===== src/rtl/cpu_clk_pkg.sv =====
// Shared definitions for the CPU clock controller: FSM encoding, default
// divider-bit / debounce parameters and a small edge helper.
package cpu_clk_pkg;

    typedef enum logic [1:0] {
        S_RUN  = 2'd0,
        S_HALT = 2'd1,
        S_HI   = 2'd2,
        S_LO   = 2'd3
    } cpu_state_e;

    localparam int DEB_BIT_DEF  = 17;
    localparam int DEB_CNT_DEF  = 4;
    localparam int FAST_BIT_DEF = 2;
    localparam int SLOW_BIT_DEF = 24;

    function automatic logic edge_rise(input logic cur, input logic prev);
        return cur & ~prev;
    endfunction

endpackage


===== src/rtl/cpu_clk_ctrl_btn_debounce.sv =====
// Step-button conditioning: 2-flop synchronizer, tick-sampled debounce counter
// and a one-cycle press pulse on the accepted 0->1 transition.
module btn_debounce
    import cpu_clk_pkg::*;
#(
    parameter int DEB_CNT = DEB_CNT_DEF
) (
    input  logic clk,
    input  logic rst,
    input  logic btn_raw,
    input  logic tick,
    output logic press
);

    localparam int CW = $clog2(DEB_CNT);

    logic          sync1_q, sync1_d;
    logic          sync2_q, sync2_d;
    logic          stable_q, stable_d;
    logic          press_q, press_d;
    logic [CW-1:0] cnt_q, cnt_d;

    always_comb begin
        sync1_d  = btn_raw;
        sync2_d  = sync1_q;
        stable_d = stable_q;
        cnt_d    = cnt_q;
        // the DEB_CNT-th consecutive differing sample is the one that flips
        if (tick) begin
            if (sync2_q != stable_q) begin
                if (cnt_q == CW'(DEB_CNT - 1)) begin
                    stable_d = ~stable_q;
                    cnt_d    = '0;
                end else begin
                    cnt_d = cnt_q + CW'(1);
                end
            end else begin
                cnt_d = '0;
            end
        end
        press_d = stable_d & ~stable_q;
    end

    always_ff @(posedge clk) begin
        if (rst) begin
            sync1_q  <= 1'b0;
            sync2_q  <= 1'b0;
            stable_q <= 1'b0;
            press_q  <= 1'b0;
            cnt_q    <= '0;
        end else begin
            sync1_q  <= sync1_d;
            sync2_q  <= sync2_d;
            stable_q <= stable_d;
            press_q  <= press_d;
            cnt_q    <= cnt_d;
        end
    end

    assign press = press_q;

endmodule


===== src/rtl/cpu_clk_ctrl.sv =====
// CPU clock controller: free-running or single-stepped Clk_CPU derived from the
// upstream divider, with a debounced step button and a Clk_CPU rising-edge count.
//
// state  | meaning
// S_RUN  | Clk_CPU toggles on every run tick
// S_HALT | step mode, Clk_CPU parked low, waiting for a press
// S_HI   | single-step high phase, ends on the next fast tick
// S_LO   | single-step low phase, ends on the next fast tick
module cpu_clk_ctrl
    import cpu_clk_pkg::*;
#(
    parameter int DEB_BIT  = DEB_BIT_DEF,
    parameter int DEB_CNT  = DEB_CNT_DEF,
    parameter int FAST_BIT = FAST_BIT_DEF,
    parameter int SLOW_BIT = SLOW_BIT_DEF
) (
    input  logic        clk,
    input  logic        rst,
    input  logic [31:0] clkdiv,
    input  logic        SW2,
    input  logic        SW_STEP,
    input  logic        BTN_STEP,
    output logic        Clk_CPU,
    output logic        Clk_CPU_en,
    output logic        step_busy,
    output logic [15:0] cpu_cycles
);

    cpu_state_e  state_q, state_d;
    logic        clk_cpu_q, clk_cpu_d;
    logic        en_q, en_d;
    logic        busy_q, busy_d;
    logic [15:0] cycles_q, cycles_d;
    logic        fast_prev_q, fast_prev_d;
    logic        slow_prev_q, slow_prev_d;
    logic        deb_prev_q, deb_prev_d;

    logic        fast_tick, slow_tick, deb_tick, run_tick;
    logic        press;
    logic        clkdiv_unused;

    assign clkdiv_unused = ^clkdiv;

    always_comb begin
        fast_prev_d = clkdiv[FAST_BIT];
        slow_prev_d = clkdiv[SLOW_BIT];
        deb_prev_d  = clkdiv[DEB_BIT];
        fast_tick   = edge_rise(clkdiv[FAST_BIT], fast_prev_q);
        slow_tick   = edge_rise(clkdiv[SLOW_BIT], slow_prev_q);
        deb_tick    = edge_rise(clkdiv[DEB_BIT], deb_prev_q);
        run_tick    = SW2 ? slow_tick : fast_tick;
    end

    btn_debounce #(
        .DEB_CNT(DEB_CNT)
    ) u_btn_debounce (
        .clk    (clk),
        .rst    (rst),
        .btn_raw(BTN_STEP),
        .tick   (deb_tick),
        .press  (press)
    );

    always_ff @(posedge clk) begin
        if (rst) begin
            state_q     <= S_RUN;
            clk_cpu_q   <= 1'b0;
            en_q        <= 1'b0;
            busy_q      <= 1'b0;
            cycles_q    <= 16'd0;
            fast_prev_q <= 1'b0;
            slow_prev_q <= 1'b0;
            deb_prev_q  <= 1'b0;
        end else begin
            state_q     <= state_d;
            clk_cpu_q   <= clk_cpu_d;
            en_q        <= en_d;
            busy_q      <= busy_d;
            cycles_q    <= cycles_d;
            fast_prev_q <= fast_prev_d;
            slow_prev_q <= slow_prev_d;
            deb_prev_q  <= deb_prev_d;
        end
    end

    // Halting only from a low phase that is not toggling keeps high phases whole.
    always_comb begin
        state_d = state_q;
        case (state_q)
            S_RUN:   if (!run_tick && SW_STEP && !clk_cpu_q) state_d = S_HALT;
            S_HALT:  if (!SW_STEP) state_d = S_RUN;
                     else if (press) state_d = S_HI;
            S_HI:    if (fast_tick) state_d = S_LO;
            S_LO:    if (fast_tick) state_d = SW_STEP ? S_HALT : S_RUN;
            default: state_d = S_RUN;
        endcase
    end

    always_comb begin
        clk_cpu_d = clk_cpu_q;
        case (state_q)
            S_RUN:   if (run_tick) clk_cpu_d = ~clk_cpu_q;
            S_HALT:  clk_cpu_d = SW_STEP & press;
            S_HI:    clk_cpu_d = ~fast_tick;
            S_LO:    clk_cpu_d = 1'b0;
            default: clk_cpu_d = 1'b0;
        endcase
        en_d     = clk_cpu_d & ~clk_cpu_q;
        cycles_d = cycles_q + 16'(en_d);
        busy_d   = (state_d == S_HI) | (state_d == S_LO);
    end

    assign Clk_CPU    = clk_cpu_q;
    assign Clk_CPU_en = en_q;
    assign step_busy  = busy_q;
    assign cpu_cycles = cycles_q;

endmodule


===== config.mk =====
export PLATFORM = sky130hd
export DESIGN_NAME = cpu_clk_ctrl
export DESIGN_NICKNAME = d
export VERILOG_FILES = /design/src/rtl/cpu_clk_pkg.sv /design/src/rtl/cpu_clk_ctrl_btn_debounce.sv /design/src/rtl/cpu_clk_ctrl.sv
export SDC_FILE = /design/constraint.sdc
export NUM_CORES = 1
export LEC_CHECK = 0
export ABC_AREA = 1
export CORE_MARGIN = 2
export CORE_UTILIZATION = 42
export DETAILED_ROUTE_END_ITERATION = 10
export MAX_ROUTING_LAYER = met4
export PLACE_DENSITY = 0.79
export SETUP_SLACK_MARGIN = 0.1
export SLEW_MARGIN = 40
export SYNTH_ARGS = -nofsm -noshare
export SYNTH_HDL_FRONTEND = slang
export SYNTH_HIERARCHICAL = 1
export SYNTH_SLANG_ARGS = --single-unit

===== constraint.sdc =====
create_clock -name clk -period 2.2 [get_ports clk]
set_input_delay 0.66 -clock clk [delete_from_list [all_inputs] [get_ports clk]]
set_output_delay 0.66 -clock clk [all_outputs]
set_load 0.02 [all_outputs]

# Yosys cells after proc, flatten, opt, wreduce, memory -nomap -nowiden
# Index checks and enable logic that the tools add are counted.
[totals]
elab_cells = 55
ff_bits = 30
in_bits = 37
[op_classes]
bitwise_logic = 13
addsub = 2
reduce_logical = 5
muxes = 15
n_eq_ne = 7
[op_table]
columns = ["operator", "count"]
rows = [
  ["adder 16 x 1 -> 16 bit", 1],
  ["2-to-1 mux 2 bit", 7],
  ["equality test 2 bit (second input constant)", 5],
  ["one-hot mux 2 bit (4 select lines)", 1],
  ["bitwise AND 1 bit", 6],
  ["2-to-1 mux 1 bit", 6],
  ["inverter 1 bit", 6],
  ["one-hot mux 1 bit (4 select lines)", 1],
  ["adder 2 x 1 -> 2 bit (second input constant)", 1],
  ["equality test 2 x 1 -> 1 bit (second input constant)", 1],
  ["logical AND 1 bit", 2],
  ["zero test 1 bit", 2],
  ["zero test 2 bit", 1],
  ["!= test 1 bit", 1],
  ["OR 1 bit", 1],
]

# Logic depth before layout (Yosys ltp)
# Gate-level depths: netlist of run 1.
[logic_depth]
ltp_word = 10
ltp_mapped = 15
depth_no_buf = 15

# Hierarchy
# Netlist of run 1, hierarchy kept.
[modules_own_cells]
columns = ["module", "area_per_inst_um2", "n_inst", "cells_each"]
rows = [
  ["cpu_clk_ctrl", 1127.3, 1, 164],
  ["btn_debounce", 229.0, 1, 29],
]

# Worst setup path after synthesis of run 1
# Ideal clock, no wire load.
[synth_path]
kind = "input -> register"
startpoint = "input port SW2"
endpoint = "register cycles_q[14], in the netlist cpu_cycles[14]"
setup_time_ns = 0.113
stages = 13
path_slack_ns = 0.141
t_arrival_ns = 1.946
path_buffers = 0
path_cell_list = "nand3b_1 nand2_1 o211ai_1 inv_1 ha_1 ha_1 nand2_2 nor2_4 nand2_2 nor2_2 nand2_1 nand2_1 nor2_1"
[synth_between]
elab_chain_cells = 5
[synth_lines]
columns = ["element", "line_no", "rtl"]
rows = [
  ["start, declared", "cpu_clk_ctrl.sv:20", "input logic SW2,"],
  ["2-to-1 mux 1 bit", "cpu_clk_ctrl.sv:51", "run_tick = SW2 ? slow_tick : fast_tick;"],
  ["2-to-1 mux 1 bit", "cpu_clk_ctrl.sv:102", "S_RUN: if (run_tick) clk_cpu_d = ~clk_cpu_q;"],
  ["one-hot mux 1 bit (4 select lines)", "cpu_clk_ctrl.sv:101", "case (state_q)"],
  ["bitwise AND 1 bit", "cpu_clk_ctrl.sv:108", "en_d = clk_cpu_d & ~clk_cpu_q;"],
  ["via en_d", "cpu_clk_ctrl.sv:31", "logic en_q, en_d;"],
  ["adder 16 x 1 -> 16 bit", "cpu_clk_ctrl.sv:109", "cycles_d = cycles_q + 16'(en_d);"],
  ["end signal, assigned", "cpu_clk_ctrl.sv:79", "cycles_q <= cycles_d;"],
  ["end, declared", "cpu_clk_ctrl.sv:33", "logic [15:0] cycles_q, cycles_d;"],
]
# The timed path passes the listed nets, and every way through them passes these cells.
# A chain may end at the register's enable or synchronous reset.

# Worst setup path after layout of run 1
[layout_path]
startpoint = "input port SW2"
endpoint = "register cycles_q[4], in the netlist cpu_cycles[4]"
# The elaborated chain is that of the path after synthesis.

==> results.md, run 1 <==
- Crit. End Element: register
- CP max FO: 4
- DR WL/cell: 10.9 um
- First-pass GRT wire length: 5860 um
- Total power: 1.09 mW
- PwrDens: 529 nW/um2
- Hold_sp: u_btn_debounce/sync1_q
- YS warnings: 6
- Hold-fix buffers at CTS: 0
- Critical path type: input pin to register
- Number of diodes: 0
- Initial Util: 44.4%
- Seq/Total Area, Yosys: 44.3%
- Core region area: 3050 um2
- Cells after synthesis: 193
- Yosys reg bits: 30
- Vias in the first global route: 1378
- Critical Path Source Type: input pin
- Die Ht: 60.8 um
- Num rows: 20
- Fillcell total: 248
- Num CTS Buffers: 5
- Via density per instance: 4.65
- F_max: 485 MHz
- Max cap viols: 0
- Largest net degree at the start of global routing: 15
- CP required: 2.47 ns
- Slew headroom: 74.9%
- Final HPWL from detailed placement: 1870 um
- Endpoints failing setup: 0
- CP Data Arrival Time: 2.33 ns
- Cell area after placement: 1740 um2
- Full die area: 3700 um2
- Initial antenna violation count: 0
- Clk_skew: 0.00908 ns
- Commonest non-fill, non-tap cell in the layout: buf_4
- Seq. cell area: 601 um2
- Clk sinks: 30
- Final Hold Viols: 0
- Final WL: 3340 um
- Post-route ant nets: 0
- Die width: 60.8 um
- Post-Syn Area: 1360 um2
- Slew Limit Fails: 0
- Setup crit start: SW2
- Leakage power: 0.939 nW
- Total track usage: 22.0%
- Worst skew pair latency: 0.33 ns
- Most frequent cells in the layout: buf_4 (40), nand2_1 (36), nor2_1 (34)
- Maximum vdd ir drop: 0.387 mV
- R2R Path Start: fast_prev_q
- Library cells used by synthesis: 23
- DRT iter0 DRCs: 61
- Post-layout minimum cycle time: 2.06 ns
- Worst slew pin tran: 0.376 ns
- Syn Nets: 233
- DRC: 0
- Area occupied by multi-input gates: 692 um2
- Final nets: 303
- DRT Pass-1 Iters: 4
- Area delta synth->final: 51.8%
- Period utilization: 93.7%
- Outcome: finished, final reports clean
- Via count: 1427
- Port Buffer Count: 26
- Design Area, Final: 2060 um2
- Clk root buf: clkbuf_4
- Grt total ovfl: 0
- Avg Cell Area, Syn: 7.03 um2
- H-tree Lvls: 2
- CTS Buffer Depth: 2
- CTS tree: done
- Layout cells sized above 1: 27.8%
- Clk slew on worst S/H paths: 0.08 ns
- Placer's final routability congestion estimate: 0.861
- I/O pins: 56
- Setup tns final: 0 ns
- RSZ-0062 raised after global routing: true
- Worst Hold Class: register to register
[through the flow]
stage | cells | hold WS (ns) | worst slack (ns) | util (%)
2_1_floorplan | 193 | 0.388 | 0.141 | -
3_3_place_gp | 271 | 0.394 | -0.441 | 56.9
3_5_place_dp | 271 | 0.400 | -0.446 | 56.9
4_1_cts | 306 | 0.414 | 0.0851 | 66.4
5_1_grt | 307 | 0.443 | 0.0751 | 67.4
6_report | 307 | 0.409 | 0.138 | 67.4
[area by class of cell]
| class | count | share of cell area (%) |
|---|---|---|
| multi-input cells | 129 | 33.6 |
| well taps | 44 | 2.67 |
| clock buffers | 5 | 1.82 |
| inverters | 32 | 5.84 |
| repair buffers | 65 | 26.4 |
| flip-flops and latches | 30 | 29.2 |
| clock inverters | 2 | 0.486 |
[critical path, stage by stage]
cell and delay, ns:
buf_4 0.10, nand3b_1 0.15, nand2_2 0.07, o211ai_1 0.26
inv_1 0.13, ha_4 0.19, ha_4 0.16, nand2_4 0.07
nor2_4 0.04, buf_4 0.13, buf_4 0.13, a21oi_2 0.11
o21a_1 0.12
[where the power goes]
part / internal [mW] / leakage, nW / switching, mW / total (mW)
Combinational: 0.116 / 0.664 / 0.0964 / 0.212
Clock: 0.115 / 0.0308 / 0.184 / 0.298
Sequential: 0.562 / 0.244 / 0.0154 / 0.578
Total: 0.793 / 0.939 / 0.295 / 1.09
[path summary, 6_finish.rpt]
kind / end / slack (ns) / depth (start not counted)
setup / recovery: cpu_cycles[4] / 0.14 / 13
hold reg to reg: u_btn_debounce/sync2_q / 0.41 / 2
hold / removal: u_btn_debounce/sync2_q / 0.41 / 2
setup reg to reg: cpu_cycles[4] / 0.20 / 13
[synth_stat cells]
cell type | instances | area (um2)
o21a_1 | 1 | 7.51
inv_2 | 1 | 3.75
o211ai_1 | 1 | 7.51
buf_2 | 1 | 5.00
o21ai_1 | 2 | 10.0
xor2_1 | 1 | 8.76
inv_1 | 31 | 116
nand2_2 | 3 | 18.8
nor2_1 | 34 | 128
a21oi_1 | 13 | 65.1
nand3b_1 | 2 | 15.0
nor3_1 | 1 | 5.00
clkbuf_1 | 1 | 3.75
nand3_1 | 9 | 45.0
nand2_1 | 39 | 146
ha_1 | 3 | 37.5
nor2_2 | 5 | 31.3
o21bai_2 | 1 | 11.3
nand3_2 | 2 | 20.0
nor2_4 | 1 | 11.3
nand4_1 | 3 | 18.8
o21ai_0 | 8 | 40.0
dfxtp_1 | 30 | 601
[sequential cells by signal, indices dropped and copies added, names as in the netlist]
register	cells
cpu_cycles	16
fast_prev_q	1
u_btn_debounce/cnt_q	2
slow_prev_q	1
Clk_CPU	1
u_btn_debounce/press	1
u_btn_debounce/sync2_q	1
state_q	2
u_btn_debounce/sync1_q	1
Clk_CPU_en	1
step_busy	1
deb_prev_q	1
u_btn_debounce/stable_q	1
[kinds of logic after synthesis]
group,Yosys count,share of synthesized area [%]
compound gates,26,10.4
xor+xnor,1,0.646
fa+ha+maj,3,2.77
buf+inv,34,9.50
flops,30,44.3
simple gates,99,32.4
[repair_timing]
| action | CTS | global route |
|---|---|---|
| setup buffers | 28 | 1 |
| cloned | 0 | 0 |
| pin swaps | 10 | 8 |
| endpoints found under the hold margin | 0 | 0 |
| endpoints found under the setup margin | 12 | 20 |
| resized for setup | 11 | 21 |
[layer usage]
metal  share of wire [%]  global-route usage [%]  vias up
met2                  49                    35.8       50
li1                    -                       -      742
met5                   0                       -        -
met3                 6.0                    7.25       11
met4                 2.7                    10.9        0
met1                  43                    24.1      624
No activity file was read; power rests on OpenSTA's default activity.
==> inputs of run 2 (changes only) <==
--- a/config.mk
+++ b/config.mk
@@ -6,6 +6,7 @@
 export NUM_CORES = 1
 export LEC_CHECK = 0
 export ABC_AREA = 1
+export CAP_MARGIN = 25
 export CORE_MARGIN = 2
 export CORE_UTILIZATION = 42
 export DETAILED_ROUTE_END_ITERATION = 10
==> results of run 2 <==
Final layout, timing and power as in run 1 (identical DEF).
